File: config.mk
export PLATFORM = sky130hd
export DESIGN_NAME = dt1_store_buffer
export DESIGN_NICKNAME = d
export VERILOG_FILES = /design/src/rtl/dt1_pkg.sv /design/src/rtl/dt1_store_align.sv /design/src/rtl/dt1_store_buffer.sv
export SDC_FILE = /design/constraint.sdc
export NUM_CORES = 1
export LEC_CHECK = 0
export ABC_AREA = 1
export CAP_MARGIN = 10
export CORE_UTILIZATION = 40
export DETAILED_ROUTE_END_ITERATION = 10
export GPL_TIMING_DRIVEN = 0
export PLACE_DENSITY = 0.69
export SYNTH_ARGS = -nofsm -noshare
export SYNTH_HDL_FRONTEND = slang
export SYNTH_SLANG_ARGS = --single-unit
File: constraint.sdc
create_clock -name clk -period 4.3 [get_ports clk]
set_clock_uncertainty 0.15 [all_clocks]
set_input_delay 0.86 -clock clk [delete_from_list [all_inputs] [get_ports clk]]
set_output_delay 0.86 -clock clk [all_outputs]
set_load 0.01 [all_outputs]
File: src/rtl/dt1_pkg.sv
// Shared definitions for the dt1 data-side memory path.
// Holds the store/load size encodings, the aligned store entry record and the
// default store-buffer depth.
package dt1_pkg;

  // Size encoding shared by the store path and the load-size decode.
  typedef enum logic [1:0] {
    SizeWord = 2'b00,
    SizeByte = 2'b01,
    SizeHalf = 2'b10,
    SizeRsvd = 2'b11
  } store_size_e;

  localparam int unsigned DT1_STORE_DEPTH_DEFAULT = 2;

  // One store after alignment: word address, lane-replicated data, byte enables.
  typedef struct packed {
    logic [31:0] addr;
    logic [31:0] data;
    logic [3:0]  be;
  } store_entry_t;

endpackage

File: src/rtl/dt1_store_align.sv
// Combinational store alignment.
// Turns a byte address, store size and raw rs2 data into the word address,
// lane-replicated write data and byte enables, and flags a misaligned access.
// Ports:
//   size      in   store size (dt1_pkg::store_size_e)
//   addr      in   store byte address
//   wdata     in   unaligned store data
//   entry     out  aligned word address / data / byte enables
//   misalign  out  sh with addr[0] set, or sw with addr[1:0] non-zero
module dt1_store_align
  import dt1_pkg::*;
(
  input  store_size_e  size,
  input  logic [31:0]  addr,
  input  logic [31:0]  wdata,
  output store_entry_t entry,
  output logic         misalign
);

  always_comb begin
    entry.addr = {addr[31:2], 2'b00};
    entry.data = '0;
    entry.be   = '0;
    misalign   = 1'b0;
    case (size)
      SizeByte: begin
        entry.be   = 4'b0001 << addr[1:0];
        entry.data = {4{wdata[7:0]}};
      end
      SizeHalf: begin
        // Only addr[1] picks the half; addr[0] is reported, not used.
        entry.be   = addr[1] ? 4'b1100 : 4'b0011;
        entry.data = {2{wdata[15:0]}};
        misalign   = addr[0];
      end
      SizeWord: begin
        entry.be   = 4'b1111;
        entry.data = wdata;
        misalign   = (addr[1:0] != 2'b00);
      end
      default: ;
    endcase
  end

endmodule

File: src/rtl/dt1_store_buffer.sv
// FIFO store buffer between the memory stage and the data memory.
// Stores are aligned at enqueue and drained in order through a single write
// port; loads to a word with a pending store raise LoadHitM so the pipeline
// stalls. Optional macro DT1_STORE_MISALIGN_TRAP_EN rejects misaligned sh/sw
// and pulses StoreMisalignM; without it low address bits are ignored.
// Ports:
//   clk, rst                   clock, synchronous active-high reset
//   StoreValidM/SizeM          store request and size
//   ALUResultM, WriteDataM     store byte address and rs2 data
//   StoreReadyM                buffer has space
//   LoadValidM, LoadAddrM      load probe; LoadHitM when it matches an entry
//   mem_req/addr/wdata/be      head write request; mem_ack pops the head
//   DrainedM                   buffer empty
//   StoreMisalignM             registered one-cycle misalignment pulse
module dt1_store_buffer
  import dt1_pkg::*;
#(
  parameter int unsigned DEPTH = DT1_STORE_DEPTH_DEFAULT
) (
  input  logic        clk,
  input  logic        rst,
  input  logic        StoreValidM,
  input  logic [1:0]  StoreSizeM,
  input  logic [31:0] ALUResultM,
  input  logic [31:0] WriteDataM,
  output logic        StoreReadyM,
  input  logic        LoadValidM,
  input  logic [31:0] LoadAddrM,
  output logic        LoadHitM,
  output logic        mem_req,
  output logic [31:0] mem_addr,
  output logic [31:0] mem_wdata,
  output logic [3:0]  mem_be,
  input  logic        mem_ack,
  output logic        DrainedM,
  output logic        StoreMisalignM
);

  localparam int unsigned PtrW = $clog2(DEPTH);
  localparam int unsigned CntW = PtrW + 1;

  store_entry_t        aligned;
  logic                misalign;
  logic                size_ok;
  logic                trap;
  logic                push;
  logic                pop;

  logic [PtrW-1:0]     head_q, head_d;
  logic [PtrW-1:0]     tail_q, tail_d;
  logic [CntW-1:0]     count_q, count_d;
  logic [DEPTH-1:0]    valid_q, valid_d;
  store_entry_t        entry_q [DEPTH];

  logic [31:0]         load_word;
  logic                load_match;

  dt1_store_align u_align (
    .size     (store_size_e'(StoreSizeM)),
    .addr     (ALUResultM),
    .wdata    (WriteDataM),
    .entry    (aligned),
    .misalign (misalign)
  );

  assign size_ok = (StoreSizeM != SizeRsvd);

`ifdef DT1_STORE_MISALIGN_TRAP_EN
  logic misalign_q;

  assign trap = size_ok && misalign;

  always_ff @(posedge clk) begin
    if (rst) begin
      misalign_q <= 1'b0;
    end else begin
      misalign_q <= StoreValidM && trap;
    end
  end

  assign StoreMisalignM = misalign_q;
`else
  logic unused_misalign;

  assign unused_misalign = misalign;
  assign trap            = 1'b0;
  assign StoreMisalignM  = 1'b0;
`endif

  assign StoreReadyM = (count_q < CntW'(DEPTH));
  assign mem_req     = (count_q != '0);
  assign DrainedM    = (count_q == '0);
  assign push        = StoreValidM && StoreReadyM && size_ok && !trap;
  assign pop         = mem_req && mem_ack;

  // Head drives the write port straight from the entry registers.
  assign mem_addr  = entry_q[head_q].addr;
  assign mem_wdata = entry_q[head_q].data;
  assign mem_be    = entry_q[head_q].be;

  // push and pop never target the same slot: that needs count 0 or DEPTH,
  // where one of them is blocked.
  always_comb begin
    head_d  = head_q;
    tail_d  = tail_q;
    count_d = count_q;
    valid_d = valid_q;
    if (pop) begin
      valid_d[head_q] = 1'b0;
      head_d          = head_q + PtrW'(1);
    end
    if (push) begin
      valid_d[tail_q] = 1'b1;
      tail_d          = tail_q + PtrW'(1);
    end
    case ({push, pop})
      2'b10:   count_d = count_q + CntW'(1);
      2'b01:   count_d = count_q - CntW'(1);
      default: count_d = count_q;
    endcase
  end

  always_ff @(posedge clk) begin
    if (rst) begin
      head_q  <= '0;
      tail_q  <= '0;
      count_q <= '0;
      valid_q <= '0;
    end else begin
      head_q  <= head_d;
      tail_q  <= tail_d;
      count_q <= count_d;
      valid_q <= valid_d;
    end
  end

  // Payload needs no reset; valid_q qualifies every use.
  always_ff @(posedge clk) begin
    if (push) begin
      entry_q[tail_q] <= aligned;
    end
  end

  // An entry popping this cycle is still valid here, so it still hits.
  assign load_word = LoadAddrM & 32'hFFFF_FFFC;

  always_comb begin
    load_match = 1'b0;
    for (int i = 0; i < DEPTH; i++) begin
      if (valid_q[i] && (entry_q[i].addr == load_word)) begin
        load_match = 1'b1;
      end
    end
  end

  assign LoadHitM = LoadValidM && load_match;

endmodule

## After elaboration in Yosys (flattened, before gate mapping)

Memory sizes are Yosys's and may differ from the RTL's. A register that Yosys moved wholly into a read port is not among the register bits.
Index checks and enable logic that the tools add are counted.

| storage, ports and cells | value |
|---|---|
| latch bits | 0 |
| ROM bits | 0 |
| memories kept | 1 |
| bits in writable memories | 132 |
| input bits | 103 |
| register bits | 6 |
| logic and storage cells | 52 |
| output and inout bits | 73 |

Memory list:

| name | depth | width | read ports | clocked after Yosys merged registers in | wr ports | RTL line | RTL |
|---|---|---|---|---|---|---|---|
| entry_q | 2 | 66 | 3 | 1 | 1 | dt1_store_buffer.sv:53 | `store_entry_t entry_q [DEPTH];` |

| operators by class | value |
|---|---|
| equality and inequality tests | 7 |
| muxes and demuxes | 15 |
| add/subtract/negate cells | 4 |
| reductions and logical operators | 12 |
| $lt $le $gt $ge | 5 |
| multiply operators | 0 |
| bitwise operators | 3 |
| shift-type cells | 1 |
| divide/modulo/power cells | 0 |

Operators with widths:

| kind | number |
|---|---|
| 36-bit one-hot mux with 3 select lines | 1 |
| 32-bit equality test | 2 |
| 1-bit logical AND | 8 |
| 1-bit two-way mux | 8 |
| 2-bit by 1-bit equality test with 1-bit output, second input constant | 2 |
| 2-bit equality test, second input constant | 2 |
| 2-bit zero test | 2 |
| 1-bit by 2-bit less-than comparator with 1-bit output, second input constant | 2 |
| 2-bit two-way mux | 2 |
| 4-bit two-way mux | 1 |
| 2-bit one-hot mux with 2 select lines | 1 |
| 2-bit nonzero test | 2 |
| 1-bit by 2-bit left shift with 4-bit output, first input constant | 1 |
| 1-bit adder, second input constant | 2 |
| 2-bit by 1-bit adder with 2-bit output, second input constant | 1 |
| 2-bit AND | 1 |
| 1-bit demux with 1-bit select | 2 |
| 1-bit greater-or-equal comparator, second input constant | 2 |
| 2-bit less-than comparator, second input constant | 1 |
| 2-bit inequality test, second input constant | 1 |
| 2-bit NOT | 1 |
| 2-bit bitwise OR | 1 |
| 2-bit by 1-bit subtractor with 2-bit output, second input constant | 1 |

## Logic depth before layout (Yosys ltp)

Gate-level depths: netlist of run 1.

| logic depth | value |
|---|---|
| depth in word-level cells | 9 |
| gate-level depth with buffers | 10 |
| mapped depth without buffers | 10 |

## Modules after synthesis

A second synthesis of run 1 with hierarchy kept.

| second synthesis, totals | value |
|---|---|
| cells, all modules | 747 |
| area total of the unflattened synthesis | 7184.4 um^2 |

Modules (own cells, without submodules):

| module | cells each | area each (um^2) | times used | sequential area each (um^2) |
|---|---|---|---|---|
| dt1_store_buffer | 599 | 6354.8 | 1 | 4224.1 |
| dt1_store_align | 148 | 829.5 | 1 | 0.0 |

## Least setup slack after synthesis of run 1

OpenSTA, ideal clock, no wires.

| timing | value |
|---|---|
| path kind | input-to-reg |
| from | input port StoreSizeM[1] |
| to | register valid_q[0] |
| stages on the path | 6 |
| data required time | 4073 ps |
| library setup time | 77 ps |
| data arrival time | 4409 ps |
| setup slack | -336 ps |
| path buffers | 1 |
| path through | buf_4 > nand2_4 > nand3_4 > nor2_1 > inv_1 > a21oi_1 |

| on the way | value |
|---|---|
| longest elaborated chain between the ends | 3 |

Ends and longest elaborated chain:

| what | RTL line | RTL |
|---|---|---|
| start, declared | dt1_store_buffer.sv:23 | `input logic [1:0] StoreSizeM,` |
| 2-bit inequality test | dt1_store_buffer.sv:66 | `assign size_ok = (StoreSizeM != SizeRsvd);` |
| 1-bit logical AND | dt1_store_buffer.sv:93 | `assign push = StoreValidM && StoreReadyM && size_ok && !trap;` |
| 2-bit two-way mux | dt1_store_buffer.sv:112 | `if (push) begin` |
| end signal, assigned | dt1_store_buffer.sv:133 | `valid_q <= valid_d;` |
| end, declared | dt1_store_buffer.sv:52 | `logic [DEPTH-1:0] valid_q, valid_d;` |

Every way passes these cells.
A chain may end at the register's enable or synchronous reset.

## Worst setup path in the final report of run 1

| timing | value |
|---|---|
| from | input port LoadAddrM[12] |
| to | output port LoadHitM |

| on the way | value |
|---|---|
| longest elaborated chain between the ends | 5 |
| elaborated cells between the ends (all ways) | 7 |
| classes of those cells | eq/ne: 2; mux: 2; reduce/logical: 3 |

Ends and longest elaborated chain:

| what | RTL line | RTL |
|---|---|---|
| start, declared | dt1_store_buffer.sv:28 | `input logic [31:0] LoadAddrM,` |
| 32-bit equality test | dt1_store_buffer.sv:150 | `if (valid_q[i] && (entry_q[i].addr == load_word)) begin` |
| 1-bit logical AND | dt1_store_buffer.sv:150 |  |
| 1-bit two-way mux | dt1_store_buffer.sv:150 |  |
| 1-bit two-way mux * | dt1_store_buffer.sv:150 |  |
| 1-bit logical AND * | dt1_store_buffer.sv:156 | `assign LoadHitM = LoadValidM && load_match;` |
| end, declared | dt1_store_buffer.sv:29 | `output logic LoadHitM,` |

Mark *: on every way between the ends. The rest lies on a longest branch, timed or not.

==> results.yml, run 1 <==
outcome:
  status: "complete, no violations"
logic_synthesis:
  synth_mux_area_share_pct: 6.27
  synth-seq-cells: 139
  netlist_area_um2: 6630
  synth_top_family_by_area: "simple AND/OR/NAND/NOR gates"
  syn_avg_cell_area_um2: 9.89
  synth-simple-area-share_pct: 17.8
  syn_inst: 670
  synth_cell_types: 26
  yosysSeqAreaShare_pct: 61.9
  synthAdderAreaFrac_pct: 0.189
  synth_compound_area_share_pct: 5.44
  yosys_warnings: 0
  synth-xor-area-share_pct: 1.06
drt:
  drtIter0Drc: 278
  drtAntennaViolNets: 0
  wl_per_cell_um: 15.5
  drtPass1Iterations: 5
  vias: 5146
  vias_per_cell: 4.71
  drt_wl_total_um: 17000
  drc_errors: 0
setup_path:
  required_ps: 3290
  path_class: "in2out"
  critPathBufInv: 3
  cp_top_family: "buffers and inverters"
  path_max_fanout: 3
  cp_cell_sequence: "clkdlybuf4s50_1 > inv_2 > nand2_1 > nand2_1 > nor2_1 > nand2_1 > nor2_1 > nand2_1 > nor2_2 > nor2_1 > nor2_1 > clkdlybuf4s50_1"
  arrival_ps: 2760
  critPathMaxStageDelay_ps: 530
  start_kind: "input pin"
  crit_slowest_cell: "clkdlybuf4s50_1"
  critPathCaptureType: "output pin"
placement:
  routabilityCongestion: 0.859
  dpl.hpwl_um: 12700
  dpl.cell_count: 1060
  portBuffers: 168
  post-place-ws_ps: 526
floorplan:
  dieArea_um2: 17100
  initial_core_util_pct: 41.4
  die_h_um: 131
  num_rows: 46
  die_w_um: 131
  core-area_um2: 16000
  num_io_pins: 176
global_route:
  antenna_found_initial: 0
  grt_max_degree: 29
  grt_overflow: 0
  grt_pass1_wl_um: 25600
  grt_pass1_vias: 5076
  grtUsageTotal_pct: 20.8
final_layout:
  areaGrowthSynthToFinish_pct: 40.5
  fin_cells: 1092
  drive_above_1_share_pct: 11.2
  antennaDiodeCount: 0
  post-route-util_pct: 58.2
  fillCellCount: 1418
  num-nets-final: 967
cts:
  ctsResizeCount: 0
  cts.clk_slew.worst_paths_ps: 60
  cts_tree: "yes"
  cts_buffer_depth: 2
  numClockSinks: 139
  cts_setup_buffers: 0
  root_buffer: "clkbuf_16"
  clk-insertion-delay-late_ps: 420
  htree_levels: 4
  ctsHoldBuffers: 0
  numCtsBuffers: 17
power_and_ir_drop:
  p_per_area_nw_per_um2: 515
  p_leak_nw: 3.82
  ir_drop_mv: 0.288
timing:
  worst_slew_pin_slew_ps: 961
  finalSetupViolations: 0
  fin_crit_ps: 3770
  setup_ws_ps: 527
  rsz0062_at_grt: "false"
  slew_headroom_pct: 35.8
  finalHoldViolations: 0
  maxSlewViolCount: 0
  period_share_pct: 87.7
  fmax_mhz: 265
hold_path:
  hp-class: "reg2reg"
flow_run:
  cap_violations: 0
-- cell usage after synthesis --
master / n / area, um2
nand2_1: 235 / 882
edfxtp_1: 132 / 3960
inv_1: 99 / 372
nor2_1: 54 / 203
o21ai_0: 48 / 240
mux2_2: 36 / 405
buf_2: 8 / 40.0
o211ai_1: 8 / 60.1
buf_4: 7 / 52.6
dfxtp_1: 7 / 140
a21oi_1: 6 / 30.0
xnor2_1: 6 / 52.6
o31ai_1: 4 / 30.0
clkbuf_1: 2 / 7.51
inv_2: 2 / 7.51
nand3_1: 2 / 10.0
nor2_2: 2 / 12.5
nor2_4: 2 / 22.5
nor3b_1: 2 / 15.0
xor2_1: 2 / 17.5
conb_1: 1 / 3.75
ha_1: 1 / 12.5
mux2i_1: 1 / 10.0
nand2_4: 1 / 11.3
nand3_4: 1 / 17.5
or2_2: 1 / 6.26
-- report_power, final --
group,internal [W],total (W),switching (W)
Combinational,0.000764,0.00152,0.000754
Clock,0.000922,0.00151,0.000586
Sequential,0.00170,0.00177,0.0000643
Total,0.00339,0.00479,0.00140
-- per-layer routing --
layer,part of all wire (%),global-route usage (%),wire length [um],vias to the layer above
li1,-,-,-,2559
met4,1.0,5.81,176,0
met3,9.8,7.90,1670,14
met1,40,23.0,6730,2357
met2,49,37.3,8390,216
met5,0,0,0,-
-- metrics by stage --
stage	total power, W	TNS [ps]	hold slack [ps]	cell area, um2
2_1_floorplan	0.00250	0	283	6640
3_3_place_gp	0.00328	-81460	307	8590
3_5_place_dp	0.00332	0	315	8690
4_1_cts	0.00483	0	325	9310
5_1_grt	0.00502	0	345	9310
6_report	0.00479	0	325	9310
-- final timing paths --
path	start	endpoint	slack, ps	depth (start not counted)
hold / removal	valid_q[1]	valid_q[1]	330	2
setup reg to reg	count_q[1]	entry_q[0][31]	2240	4
setup / recovery	LoadAddrM[12]	LoadHitM	530	12
hold reg to reg	valid_q[1]	valid_q[1]	330	2
-- flip-flops by register name (all words and copies together), names as in the netlist, named ones only --
register  cells
entry_q     132
count_q       2
valid_q       2
head_q        1
tail_q        1
-- final cells by class --
class	count	area, um2	share of cell area [%]
flip-flops and latches	139	4100	44.1
clock inverters	15	190	2.04
multi-input cells	415	2060	22.2
plain buffers	17	100	1.08
clock buffers	17	425	4.57
well taps	216	270	2.90
inverters	101	379	4.07
repair buffers	172	1780	19.1
-- cells by family after synthesis --
family | Yosys count
AOI/OAI and AO/OA | 66
xor gates and xnor gates | 8
adders and majority gates | 1
buffers and inverters | 118
DFF | 139
muxes | 37
other | 1
and+or+nand+nor | 300
-- worst min-delay path: cells and delay by family (launching register included) --
| family | cells | cell delay, ps |
|---|---|---|
| AND/OR/NAND/NOR | 1 | 60 |
| flip-flops | 1 | 320 |
| AO/OA/AOI/OAI | 1 | 50 |
-- cells in the final DEF, fill, tap and decap left out --
| cell type | Yosys | layout |
|---|---|---|
| nor3b_1 | 2 | 2 |
| mux2i_1 | 1 | 1 |
| bufinv_16 | 0 | 3 |
| ha_1 | 1 | 1 |
| clkinvlp_4 | 0 | 1 |
| xnor2_1 | 6 | 6 |
| clkbuf_1 | 2 | 2 |
| a21oi_1 | 6 | 6 |
| nand3_4 | 1 | 1 |
| inv_2 | 2 | 2 |
| clkdlybuf4s50_1 | 0 | 168 |
| or2_2 | 1 | 1 |
| clkinv_2 | 0 | 1 |
| conb_1 | 1 | 3 |
| o211ai_1 | 8 | 8 |
| nand2_1 | 235 | 235 |
| buf_12 | 0 | 2 |
| o21ai_0 | 48 | 48 |
| nor2_4 | 2 | 4 |
| nand3_1 | 2 | 2 |
| nor2_1 | 54 | 52 |
| dfxtp_1 | 7 | 7 |
| mux2_2 | 36 | 36 |
| clkbuf_16 | 0 | 17 |
| edfxtp_1 | 132 | 132 |
| buf_4 | 7 | 7 |
| buf_2 | 8 | 8 |
| xor2_1 | 2 | 2 |
| nand2_4 | 1 | 1 |
| o31ai_1 | 4 | 4 |
| inv_1 | 99 | 99 |
| buf_16 | 0 | 2 |
| clkinv_4 | 0 | 6 |
| inv_6 | 0 | 4 |
| nor2_2 | 2 | 2 |
(Power assumes the default switching activity.)
==> run 2, diff against run 1 <==
- PLACE_DENSITY: 0.69 -> default
- PLACE_DENSITY_LB_ADDON: default -> 0.1
==> results.yml, run 2 (synthesis results as in run 1) <==
hold_path:
  hp-class: "reg2reg"
  min_from: "valid_q[1]"
  hold-path-cell-count: 2
  hold_path_end: "valid_q[1]"
drt:
  drtIter0Drc: 315
  drtAntennaViolNets: 0
  drtPass1Iterations: 5
  drc_errors: 0
  wl_per_cell_um: 15.8
  vias: 5144
  drt_wl_total_um: 17200
  vias_per_cell: 4.71
timing:
  worst_slew_pin_slew_ps: 817
  fin_crit_ps: 3870
  finalHoldViolations: 0
  slew_headroom_pct: 45.4
  setup_tns_ps: 0
  period_share_pct: 90.1
  maxSlewViolCount: 0
  fmax_mhz: 258
  rsz0062_at_grt: "false"
  finalSetupViolations: 0
global_route:
  grt_max_degree: 32
  grtUsageTotal_pct: 21.1
  grt_overflow: 0
  grt_pass1_wl_um: 25900
  grt_pass1_vias: 5212
  antenna_found_initial: 1
power_and_ir_drop:
  p_leak_nw: 3.82
  p_per_area_nw_per_um2: 520
  netSwitchingFraction_pct: 28.2
  power_frac_clock_pct: 32.0
  combPwrFrac_pct: 31.4
  internal_power_w: 0.00348
  power_frac_seq_pct: 36.6
  power.total_w: 0.00484
  ir_drop_mv: 0.300
  power_switching_w: 0.00137
cts:
  ctsHoldBuffers: 0
  cts_setup_buffers: 0
  numCtsBuffers: 17
  ctsResizeCount: 0
  cts_buffer_depth: 2
  htree_levels: 4
  cts_tree: "yes"
  numClockSinks: 139
  clk-insertion-delay-late_ps: 410
  root_buffer: "clkbuf_16"
  cts.clk_slew.worst_paths_ps: 60
floorplan:
  core-area_um2: 16000
  die_h_um: 131
  dieArea_um2: 17100
  initial_core_util_pct: 41.4
  num_rows: 46
  die_w_um: 131
  num_io_pins: 176
setup_path:
  r2r-start: "count_q[1]"
  path_max_fanout: 3
  start_kind: "input pin"
  reg2reg_to: "entry_q[1][0]"
  critPathCaptureType: "output pin"
  path_class: "in2out"
  arrival_ps: 2860
  rr_worst_depth: 4
  required_ps: 3290
  rrSetupSlack_ps: 2290
final_layout:
  post-route-util_pct: 58.2
  drive_above_1_share_pct: 10.6
  top_register: "entry_q"
  top_regs: "entry_q x132, count_q x2, valid_q x2"
  num-nets-final: 967
  areaGrowthSynthToFinish_pct: 40.6
  mostFrequentLayoutCells: "nand2_1, clkdlybuf4s50_1, edfxtp_1"
  final_common_cell: "nand2_1"
  largest_reg_flops: 132
  fin_cells: 1092
  postLayoutCellArea_um2: 9320
placement:
  placed_area_um2: 8690
  dpl.cell_count: 1060
  dpl.hpwl_um: 12900
  portBuffers: 168
  routabilityCongestion: 0.865
flow_run:
  cap_violations: 0
outcome:
  status: "complete, no violations"
[run 2: changes by cell type in the layout (fill, tap and decap cells not counted), sizes merged]
cell      before  now
diode          0    1
clkinvlp       1    2
bufinv         3    5
inv          105  101
[run 2: stage by stage]
| step | setup slack [ps] | hold WS, ps |
|---|---|---|
| 6_report | 427 | 323 |
| 5_1_grt | 234 | 326 |
| 4_1_cts | 432 | 320 |
| 3_5_place_dp | 434 | 312 |
| 3_3_place_gp | -708 | 303 |
| 2_1_floorplan | 804 | 283 |
[run 2: how the worst max path moves through the flow]
stage | startpoint | end | slack [ps] | cells past startpoint
CTS | LoadAddrM[8] | LoadHitM | 430 | 12
global route | LoadAddrM[29] | LoadHitM | 230 | 12
finish | LoadAddrM[8] | LoadHitM | 430 | 12
global placement | StoreValidM | valid_q[0] | -710 | 5
detailed placement | LoadAddrM[29] | LoadHitM | 430 | 12
floorplan | StoreSizeM[1] | entry_q[0][0] | 800 | 4
[run 2: layout make-up]
cell class,instances,area [um2]
repair buffers,172,1770
clock inverters,14,203
multi-input cells,415,2060
diodes,1,2.50
flip-flops and latches,139,4100
clock buffers,17,425
plain buffers,17,100
well taps,216,270
inverters,101,379
fillers,1394,6680
[run 2: power groups by stage]
| stage | Sequential (W) | Combinational [W] | Clock, W |
|---|---|---|---|
| final | 0.00177 | 0.00152 | 0.00155 |
| after global routing | 0.00179 | 0.00164 | 0.00163 |
| after CTS | 0.00177 | 0.00154 | 0.00157 |
| after detailed placement | 0.00180 | 0.00153 | 0 |
| after global placement | 0.00181 | 0.00148 | 0 |
| after floorplan | 0.00179 | 0.000709 | 0 |
[run 2: routing by layer]
metal / part of all wire (%) / vias to the layer above / track usage [%] / routed length (um)
met1: 40 / 2382 / 23.9 / 6900
met5: 0 / - / 0 / 0
met2: 51 / 186 / 37.9 / 8830
met3: 7.1 / 21 / 5.74 / 1230
met4: 1.6 / 0 / 8.11 / 278
li1: - / 2555 / - / -
[run 2: critical path: stages]
cell and delay (ps):
clkdlybuf4s50_1 510, inv_1 70, nand2_1 60, nand2_1 70, nor2_1 210, nand2_1 80, nor2_1 130, nand2_1 90
nor2_1 110, nor2_1 60, nor2_1 80, clkdlybuf4s50_1 530
==> run 3, diff against run 2 <==
- SLEW_MARGIN: default -> 20
==> results.yml, run 3 (synthesis results as in run 1) <==
flow_run:
  cap_violations: 0
floorplan:
  num_io_pins: 176
  num_rows: 46
  core-area_um2: 16000
  die_w_um: 131
  initial_core_util_pct: 41.4
  dieArea_um2: 17100
  die_h_um: 131
final_layout:
  drive_above_1_share_pct: 11.3
  largest_reg_flops: 132
  postLayoutCellArea_um2: 9320
  final_common_cell: "nand2_1"
  num-nets-final: 969
  top_regs: "entry_q x132, count_q x2, valid_q x2"
  mostFrequentLayoutCells: "nand2_1, clkdlybuf4s50_1, edfxtp_1"
  top_register: "entry_q"
  areaGrowthSynthToFinish_pct: 40.7
timing:
  worst_slew_pin_slew_ps: 667
  setup_ws_ps: 443
  fin_crit_ps: 3860
  whs_ps: 337
  rsz0062_at_grt: "false"
  fmax_mhz: 259
  finalHoldViolations: 0
  setup_tns_ps: 0
  slew_headroom_pct: 55.5
  period_share_pct: 89.7
  maxSlewViolCount: 0
  finalSetupViolations: 0
setup_path:
  reg2reg_to: "entry_q[1][43]"
  required_ps: 3290
  rr_worst_depth: 5
  cp-startpoint: "LoadAddrM[29]"
  start_kind: "input pin"
  path_max_fanout: 3
  endpoint: "LoadHitM"
  path_class: "in2out"
  arrival_ps: 2850
  r2r-start: "count_q[1]"
  critPathCaptureType: "output pin"
  rrSetupSlack_ps: 2380
cts:
  cts_buffer_depth: 2
  numCtsBuffers: 17
  root_buffer: "clkbuf_16"
  clk-insertion-delay-late_ps: 420
  ctsHoldBuffers: 0
  ctsResizeCount: 0
  numClockSinks: 139
  cts.clk_slew.worst_paths_ps: 60
  cts_setup_buffers: 0
  htree_levels: 4
  cts_tree: "yes"
drt:
  drtIter0Drc: 350
  drtPass1Iterations: 5
  vias: 5172
  drtAntennaViolNets: 0
  drt_wl_total_um: 17400
  wl_per_cell_um: 15.9
  vias_per_cell: 4.72
  drc_errors: 0
global_route:
  grtUsageTotal_pct: 21.4
  antenna_found_initial: 1
  grt_max_degree: 26
  grt_pass1_vias: 5230
  grt_pass1_wl_um: 26300
  grt_overflow: 0
placement:
  post-place-ws_ps: 427
  placed_area_um2: 8750
  dpl.hpwl_um: 13100
  portBuffers: 168
  routabilityCongestion: 0.865
power_and_ir_drop:
  ir_drop_mv: 0.354
  p_leak_nw: 3.82
  p_per_area_nw_per_um2: 505
hold_path:
  hp-class: "reg2reg"
outcome:
  status: "complete, no violations"
-- run 3: cell types whose count changed in the layout (fill, tap and decap cells not counted) --
cell	previous run	this run
buf_12	3	2
buf_16	1	4
bufinv_16	5	1
clkinv_1	4	1
clkinv_4	2	5
inv_6	0	5
-- run 3: final cells by class --
class	count	area [um2]
Clock inverter	15	141
Multi-Input combinational cell	415	2060
Inverter	101	379
Timing Repair Buffer	174	1830
Antenna cell	1	2.50
Fill cell	1404	6680
Clock buffer	17	425
Sequential cell	139	4100
Buffer	17	100
Tap cell	216	270
-- run 3: routing by layer --
| metal | part of all wire (%) | track usage (%) | vias to the layer above |
|---|---|---|---|
| li1 | - | - | 2572 |
| met1 | 41 | 24.7 | 2399 |
| met2 | 50 | 38.2 | 181 |
| met3 | 7.0 | 6.03 | 20 |
| met4 | 1.4 | 7.37 | 0 |
| met5 | 0 | 0 | - |
-- run 3: worst min path at each step --
| stage | startpoint | end | slack, ps | cells past startpoint |
|---|---|---|---|---|
| finish | valid_q[1] | valid_q[1] | 340 | 2 |
| global route | valid_q[1] | valid_q[1] | 380 | 2 |
| CTS | valid_q[1] | valid_q[1] | 340 | 2 |
| detailed placement | valid_q[1] | valid_q[1] | 330 | 2 |
| global placement | valid_q[1] | valid_q[1] | 300 | 2 |
| floorplan | valid_q[1] | valid_q[1] | 280 | 2 |
-- run 3: worst max-delay path, stage by stage --
cell,delay (ps)
clkdlybuf4s50_1,530
inv_1,70
nand2_1,60
nand2_1,50
nor2_1,210
nand2_1,80
nor2_1,120
nand2_1,80
nor2_1,100
nor2_1,60
nor2_1,80
clkdlybuf4s50_1,530
-- run 3: report_power, final --
group | switching (W) | internal [W] | total, W
combinational | 0.000761 | 0.000782 | 0.00154
clock | 0.000588 | 0.000804 | 0.00139
sequential | 0.0000707 | 0.00170 | 0.00177
total | 0.00142 | 0.00329 | 0.00471
-- run 3: stage by stage --
step                total power (W)  util (%)  instances
global placement            0.00328      53.7       1056
detailed placement          0.00335      54.7       1062
CTS                         0.00476      58.2       1094
floorplan                   0.00250         -        672
global route                0.00493      58.2       1094
finish                      0.00471      58.2       1095
